`src/rtl/element_stack.sv`:
```
// Open-element nesting tracker: consumes finished tags from the tag parser,
// maintains the open-element stack and emits one event per accepted tag.
`ifndef ELE_TAG_BITES
`define ELE_TAG_BITES 8
`endif
`ifndef TAG_IMG
`define TAG_IMG 8'd12
`endif

module element_stack #(
  parameter int                         DEPTH    = 16,
  parameter int                         DEPTH_W  = 5,
  parameter logic [`ELE_TAG_BITES-1:0]  VOID_TAG = `TAG_IMG
) (
  input  logic                       clock,
  input  logic                       state_enable,
  input  logic                       element_done,
  input  logic [`ELE_TAG_BITES-1:0]  element_tag,
  input  logic                       is_closing_tag,
  input  logic                       has_attribute,
  output logic                       event_valid,
  output logic                       event_is_close,
  output logic                       event_is_void,
  output logic [`ELE_TAG_BITES-1:0]  event_tag,
  output logic [DEPTH_W-1:0]         event_depth,
  output logic [3:0]                 event_attr_count,
  output logic [DEPTH_W-1:0]         depth,
  output logic [`ELE_TAG_BITES-1:0]  parent_tag,
  output logic [1:0]                 error,
  output logic                       root_closed
);

  localparam int TW    = `ELE_TAG_BITES;
  localparam int IDX_W = (DEPTH > 1) ? $clog2(DEPTH) : 1;
  localparam logic [DEPTH_W-1:0] DEPTH_MAX = DEPTH_W'(DEPTH);
  localparam logic [DEPTH_W-1:0] DEPTH_ONE = DEPTH_W'(1);

  localparam logic [1:0] ERR_NONE     = 2'd0;
  localparam logic [1:0] ERR_OVERFLOW = 2'd1;
  localparam logic [1:0] ERR_UNDERFL  = 2'd2;
  localparam logic [1:0] ERR_MISMATCH = 2'd3;

  typedef enum logic [1:0] {S_WAIT, S_APPLY, S_ERROR} state_t;

  function automatic logic [3:0] sat_inc4(input logic [3:0] v);
    return (v == 4'hF) ? v : v + 4'd1;
  endfunction

  state_t              state_q, state_d;
  logic                done_prev_q, attr_prev_q;
  logic [TW-1:0]       tag_lat_q, tag_lat_d;
  logic                close_lat_q, close_lat_d;
  logic [3:0]          pend_q, pend_d;
  logic [TW-1:0]       stack_q [DEPTH];
  logic [TW-1:0]       stack_d [DEPTH];
  logic [DEPTH_W-1:0]  depth_q, depth_d;
  logic                root_closed_q, root_closed_d;
  logic [1:0]          error_q, error_d;
  logic                ev_valid_q, ev_valid_d;
  logic                ev_close_q, ev_close_d;
  logic                ev_void_q, ev_void_d;
  logic [TW-1:0]       ev_tag_q, ev_tag_d;
  logic [DEPTH_W-1:0]  ev_depth_q, ev_depth_d;
  logic [3:0]          ev_attr_q, ev_attr_d;

  logic                done_rise, attr_rise;
  logic [IDX_W-1:0]    top_idx, push_idx;
  logic [TW-1:0]       parent_w;
  logic [1:0]          err_code;
  logic                is_void_open;

  assign done_rise = element_done & ~done_prev_q;
  assign attr_rise = has_attribute & ~attr_prev_q;
  assign top_idx   = IDX_W'(depth_q - DEPTH_ONE);
  assign push_idx  = IDX_W'(depth_q);
  assign parent_w  = (depth_q == '0) ? '0 : stack_q[top_idx];

  // State register: every flop clears asynchronously, including the stack.
  always_ff @(posedge clock or negedge state_enable) begin
    if (!state_enable) begin
      state_q       <= S_WAIT;
      done_prev_q   <= 1'b0;
      attr_prev_q   <= 1'b0;
      tag_lat_q     <= '0;
      close_lat_q   <= 1'b0;
      pend_q        <= '0;
      stack_q       <= '{default: '0};
      depth_q       <= '0;
      root_closed_q <= 1'b0;
      error_q       <= ERR_NONE;
      ev_valid_q    <= 1'b0;
      ev_close_q    <= 1'b0;
      ev_void_q     <= 1'b0;
      ev_tag_q      <= '0;
      ev_depth_q    <= '0;
      ev_attr_q     <= '0;
    end else begin
      state_q       <= state_d;
      done_prev_q   <= element_done;
      attr_prev_q   <= has_attribute;
      tag_lat_q     <= tag_lat_d;
      close_lat_q   <= close_lat_d;
      pend_q        <= pend_d;
      stack_q       <= stack_d;
      depth_q       <= depth_d;
      root_closed_q <= root_closed_d;
      error_q       <= error_d;
      ev_valid_q    <= ev_valid_d;
      ev_close_q    <= ev_close_d;
      ev_void_q     <= ev_void_d;
      ev_tag_q      <= ev_tag_d;
      ev_depth_q    <= ev_depth_d;
      ev_attr_q     <= ev_attr_d;
    end
  end

  // Classify the latched tag against the current stack; underflow wins over mismatch.
  always_comb begin
    err_code     = ERR_NONE;
    is_void_open = 1'b0;
    if (close_lat_q) begin
      if (depth_q == '0)              err_code = ERR_UNDERFL;
      else if (tag_lat_q != parent_w) err_code = ERR_MISMATCH;
    end else if (tag_lat_q == VOID_TAG) begin
      is_void_open = 1'b1;
    end else if (depth_q == DEPTH_MAX) begin
      err_code = ERR_OVERFLOW;
    end
  end

  always_comb begin
    state_d = state_q;
    case (state_q)
      S_WAIT:  if (done_rise) state_d = S_APPLY;
      S_APPLY: state_d = (err_code != ERR_NONE) ? S_ERROR : S_WAIT;
      S_ERROR: state_d = S_ERROR;
      default: state_d = S_WAIT;
    endcase
  end

  always_comb begin
    tag_lat_d     = tag_lat_q;
    close_lat_d   = close_lat_q;
    pend_d        = pend_q;
    stack_d       = stack_q;
    depth_d       = depth_q;
    root_closed_d = root_closed_q;
    error_d       = error_q;
    ev_valid_d    = 1'b0;
    ev_close_d    = ev_close_q;
    ev_void_d     = ev_void_q;
    ev_tag_d      = ev_tag_q;
    ev_depth_d    = ev_depth_q;
    ev_attr_d     = ev_attr_q;
    case (state_q)
      S_WAIT: begin
        if (attr_rise) pend_d = sat_inc4(pend_q);
        if (done_rise) begin
          tag_lat_d   = element_tag;
          close_lat_d = is_closing_tag;
        end
      end
      S_APPLY: begin
        if (err_code != ERR_NONE) begin
          error_d = err_code;
          pend_d  = '0;
        end else begin
          ev_valid_d = 1'b1;
          ev_close_d = close_lat_q;
          ev_void_d  = is_void_open;
          ev_tag_d   = tag_lat_q;
          ev_attr_d  = pend_q;
          // An attribute rising on this very edge belongs to the next tag.
          pend_d     = attr_rise ? 4'd1 : 4'd0;
          if (close_lat_q) begin
            ev_depth_d = depth_q;
            depth_d    = depth_q - DEPTH_ONE;
            if (depth_q == DEPTH_ONE) root_closed_d = 1'b1;
          end else if (is_void_open) begin
            ev_depth_d    = depth_q + DEPTH_ONE;
            root_closed_d = 1'b0;
          end else begin
            stack_d[push_idx] = tag_lat_q;
            depth_d           = depth_q + DEPTH_ONE;
            ev_depth_d        = depth_q + DEPTH_ONE;
            root_closed_d     = 1'b0;
          end
        end
      end
      default: ;
    endcase
  end

  assign event_valid      = ev_valid_q;
  assign event_is_close   = ev_close_q;
  assign event_is_void    = ev_void_q;
  assign event_tag        = ev_tag_q;
  assign event_depth      = ev_depth_q;
  assign event_attr_count = ev_attr_q;
  assign depth            = depth_q;
  assign parent_tag       = parent_w;
  assign error            = error_q;
  assign root_closed      = root_closed_q;

endmodule

```
`config.mk`:
```
export PLATFORM = sky130hd
export DESIGN_NAME = element_stack
export DESIGN_NICKNAME = d
export VERILOG_FILES = /design/src/rtl/element_stack.sv
export SDC_FILE = /design/constraint.sdc
export NUM_CORES = 1
export LEC_CHECK = 0
export ABC_AREA = 0
export CAP_MARGIN = 20
export CORE_MARGIN = 4
export CORE_UTILIZATION = 54
export DETAILED_ROUTE_END_ITERATION = 12
export PLACE_DENSITY_LB_ADDON = 0.2
export SLEW_MARGIN = 10
export SYNTH_ARGS = -nofsm -noshare
export SYNTH_HDL_FRONTEND = slang
export SYNTH_SLANG_ARGS = --single-unit
```
`constraint.sdc`:
```
create_clock -name clock -period 3.8 [get_ports clock]
set_input_delay 0.38 -clock clock [delete_from_list [all_inputs] [get_ports clock]]
set_output_delay 0.38 -clock clock [all_outputs]
set_load 0.01 [all_outputs]
```
==> flow_summary_export.csv <==
group,metric,value,unit
global_route,top_usage_layer,"met2",
layout,instances_no_fill,906,
cts,hold_buffers,0,
worst_setup_path,worstSetupEndpointType,"output port",
floorplanning,die_w,132,um
worst_setup_path,crit_slowest_cell,"mux4_2",
yosys,postSynthNetCount,660,
drt,num_vias,5554,
timing,slew_headroom,45.8,%
floorplanning,fp-row-count,45,
drt,drt-pass1-iter-count,5,
timing,slew_violations,0,
yosys,ys_top_cells_by_area,"dfrtp_1, mux2_2, mux2i_1",
yosys,postSynthAreaPerCell,13.0,sq um
placed_design,place_hpwl,13300,um
cts,htreeDepth,4,
timing,period_needed,3.60,ns
drt,ant_nets,0,
placed_design,place_congestion,0.960,
yosys,yosysWarnings,0,
yosys,yosys.area.top_type_share,51.9,%
yosys,yosys.area.top_type,"dfrtp_1",
timing,finalHoldViolations,0,
global_route,met3_usage,4.69,%
layout,multi_input_area,3840,sq um
yosys,synth-edff-count,0,
global_route,use_met1,33.0,%
worst_setup_path,path_common_cell,"inv_1",
global_route,grt_max_degree,92,
floorplanning,ios,49,
timing,setup_violations,0,
worst_hold_path,hp-class,"in -> async",
cts,post_cts_buffers,0,
global_route,overflow,0,
layout,nets,724,
layout,n_antenna_cell,0,
cts,numCtsBuffers,17,
timing,max_freq,0.278,GHz
cts,ctsResizeCount,0,
worst_setup_path,cp-start-kind,"flop",
outcome,status,"finished clean",
worst_setup_path,path_class,"reg -> out",
worst_setup_path,cp.arrival,3.22,ns
power,p_per_area,880,nW/um^2
yosys,synth.most_common_cell,"dfrtp_1",
power,irDropWorstVdd,0.000569,V
layout,seq_area,4330,sq um
worst_setup_path,crit_required,3.42,ns
floorplanning,die_h,132,um
yosys,synth_common_cells,"dfrtp_1, mux2_2, nor2_1, nand3_1",
global_route,antenna_found_initial,0,
timing,final.setup_skew,0.00898,ns
global_route,grtUsageMet2,36.7,%
floorplanning,die-area,17500,sq um
cts,cts_tree,"yes",
global_route,grt_usage,23.4,%
global_route,grt_pass1_wl,32200,um
cts,cts_max_path_buffers,2,
layout,drive_gt1_share,38.0,%
layout,nFillCells,1078,
yosys,ys_seq_elements,173,
yosys,ys_seq_area_share,51.9,%
yosys,synthCells,641,
cts,clkTransAtPathRegs,0.06,ns
drt,dr.first_iter.drc_count,431,
drt,drcViolationCount,0,
cts,clockRootBuffer,"clkbuf_16",
yosys,synthesis.area,8340,sq um
job,cap_viol_max_count,0,
drt,viasPerCell,6.13,
floorplanning,core_area,15100,sq um
placed_design,post-place-cells,874,
layout,fin_util,65.3,%
cts,insertion_delay,0.43,ns
drt,wire_per_inst,21.6,um
yosys,synth_flop_cell,"dfrtp_1",
cts,clock_sinks,173,
timing,worstMarginPinSlew,0.813,ns
global_route,grt_pass1_vias,5723,
floorplanning,initial_core_util,55.1,%
power,total_power,8.70,mW
worst_setup_path,cp_max_fo,6,
worst_setup_path,cp_cell_sequence,"inv_1 > ha_1 > xor2_2 > mux4_2 > mux2i_1 > o32a_2 > inv_1 > clkdlybuf4s50_1",
yosys,synth.distinct_cells,56,
layout,area_growth,18.6,%
drt,routed_wl,19500,um
placed_design,port_buffers,48,
timing,finalCritPeriodShare,94.8,%
power,leakage,4.56,nW
yosys,async_flop_share,100,%
worst_setup_path,max_stage_delay,0.55,ns
[stage by stage]
stage                     worst slack [ns]  hold WS (ns)  instance area (sq um)  setup TNS (ns)
after floorplan                    0.00575        0.0844                   8450               0
after global placement               0.330         0.479                   9270               0
after detailed placement             0.138         0.491                   9270               0
after CTS                            0.111        0.0511                   9890               0
after global routing              -0.00918        0.0830                   9890         -0.0125
final                                0.197        0.0282                   9890               0
[placed cells by master (no fill, tap or decap), drive strengths merged, types with 3 or more instances in the layout]
cell and count:
nand2 22, dfrtp 173, mux2i 28, bufinv 3, nand4 9, o22ai 13, nand3 32, inv 7
xor2 11, o21ai 9, clkdlybuf4s50 47, nor3 3, a21oi 9, nor2 37, o32ai 8, xnor2 6
nor4 3, clkbuf 23, mux4 9, nand2b 4, ha 6, buf 42, o211ai 3, clkinv 4
mux2 173, a31oi 4
[power by group]
| group | leakage [nW] | switching (mW) | internal [mW] |
|---|---|---|---|
| Sequential | 2.29 | 0.364 | 2.39 |
| Clock | 0.300 | 0.702 | 1.11 |
| Combinational | 1.96 | 2.18 | 1.96 |
[logic make-up (layout without fill, tap and decap cells)]
group,count (synthesis),after routing,share of synthesized area [%]
xor+xnor,17,17,1.87
simple gates,121,121,7.41
compound gates,63,63,5.76
flops,173,173,51.9
mux,210,210,29.4
fa+ha+maj,6,6,0.900
buf+inv,51,128,2.79
[cell type report]
cell class,count,share of cell area (%)
multi-input cells,417,38.8
clock buffers,23,4.93
clock inverters,9,1.34
well taps,188,2.38
flip-flops and latches,173,43.8
inverters,7,0.266
repair buffers,89,8.49
[worst max-delay path, delay by kind of cell (launching register included)]
| family | cells | cell delay (ns) |
|---|---|---|
| mux | 2 | 0.80 |
| flops | 1 | 0.38 |
| buf+inv | 3 | 0.69 |
| fa+ha+maj | 1 | 0.35 |
| compound gates | 1 | 0.23 |
| xor+xnor | 1 | 0.34 |
[state kept, by name, indices dropped and copies added, names as in the netlist, 4 cells and up]
signal	flops
pend_q	4
tag_lat_q	8
depth	5
stack_q	128
event_tag	8
event_depth	5
event_attr_count	4
[per-layer routing]
metal / up-vias / part of all wire (%)
li1: 2480 / -
met2: 166 / 48
met5: - / 0
met3: 33 / 5.0
met4: 0 / 2.1
met1: 2875 / 45
[worst paths after layout]
check	from	to	slack (ns)	cells past startpoint
worst min register to register	stack_q[4]$_DFFE_PN0P_	stack_q[4]$_DFFE_PN0P_	0.50	1
worst max register to register	depth[1]$_DFFE_PN0P_	event_attr_count[1]$_DFFE_PN0P_	0.23	13
worst max-delay path	depth[1]$_DFFE_PN0P_	parent_tag[2]	0.20	8
min in group clock	element_done	done_prev_q$_DFF_PN0_	0.42	1
max in group asynchronous	state_enable	depth[0]$_DFFE_PN0P_	2.95	2
worst min-delay path	state_enable	event_attr_count[1]$_DFFE_PN0P_	0.03	1
Note: power is estimated with default switching activity, not from simulation.
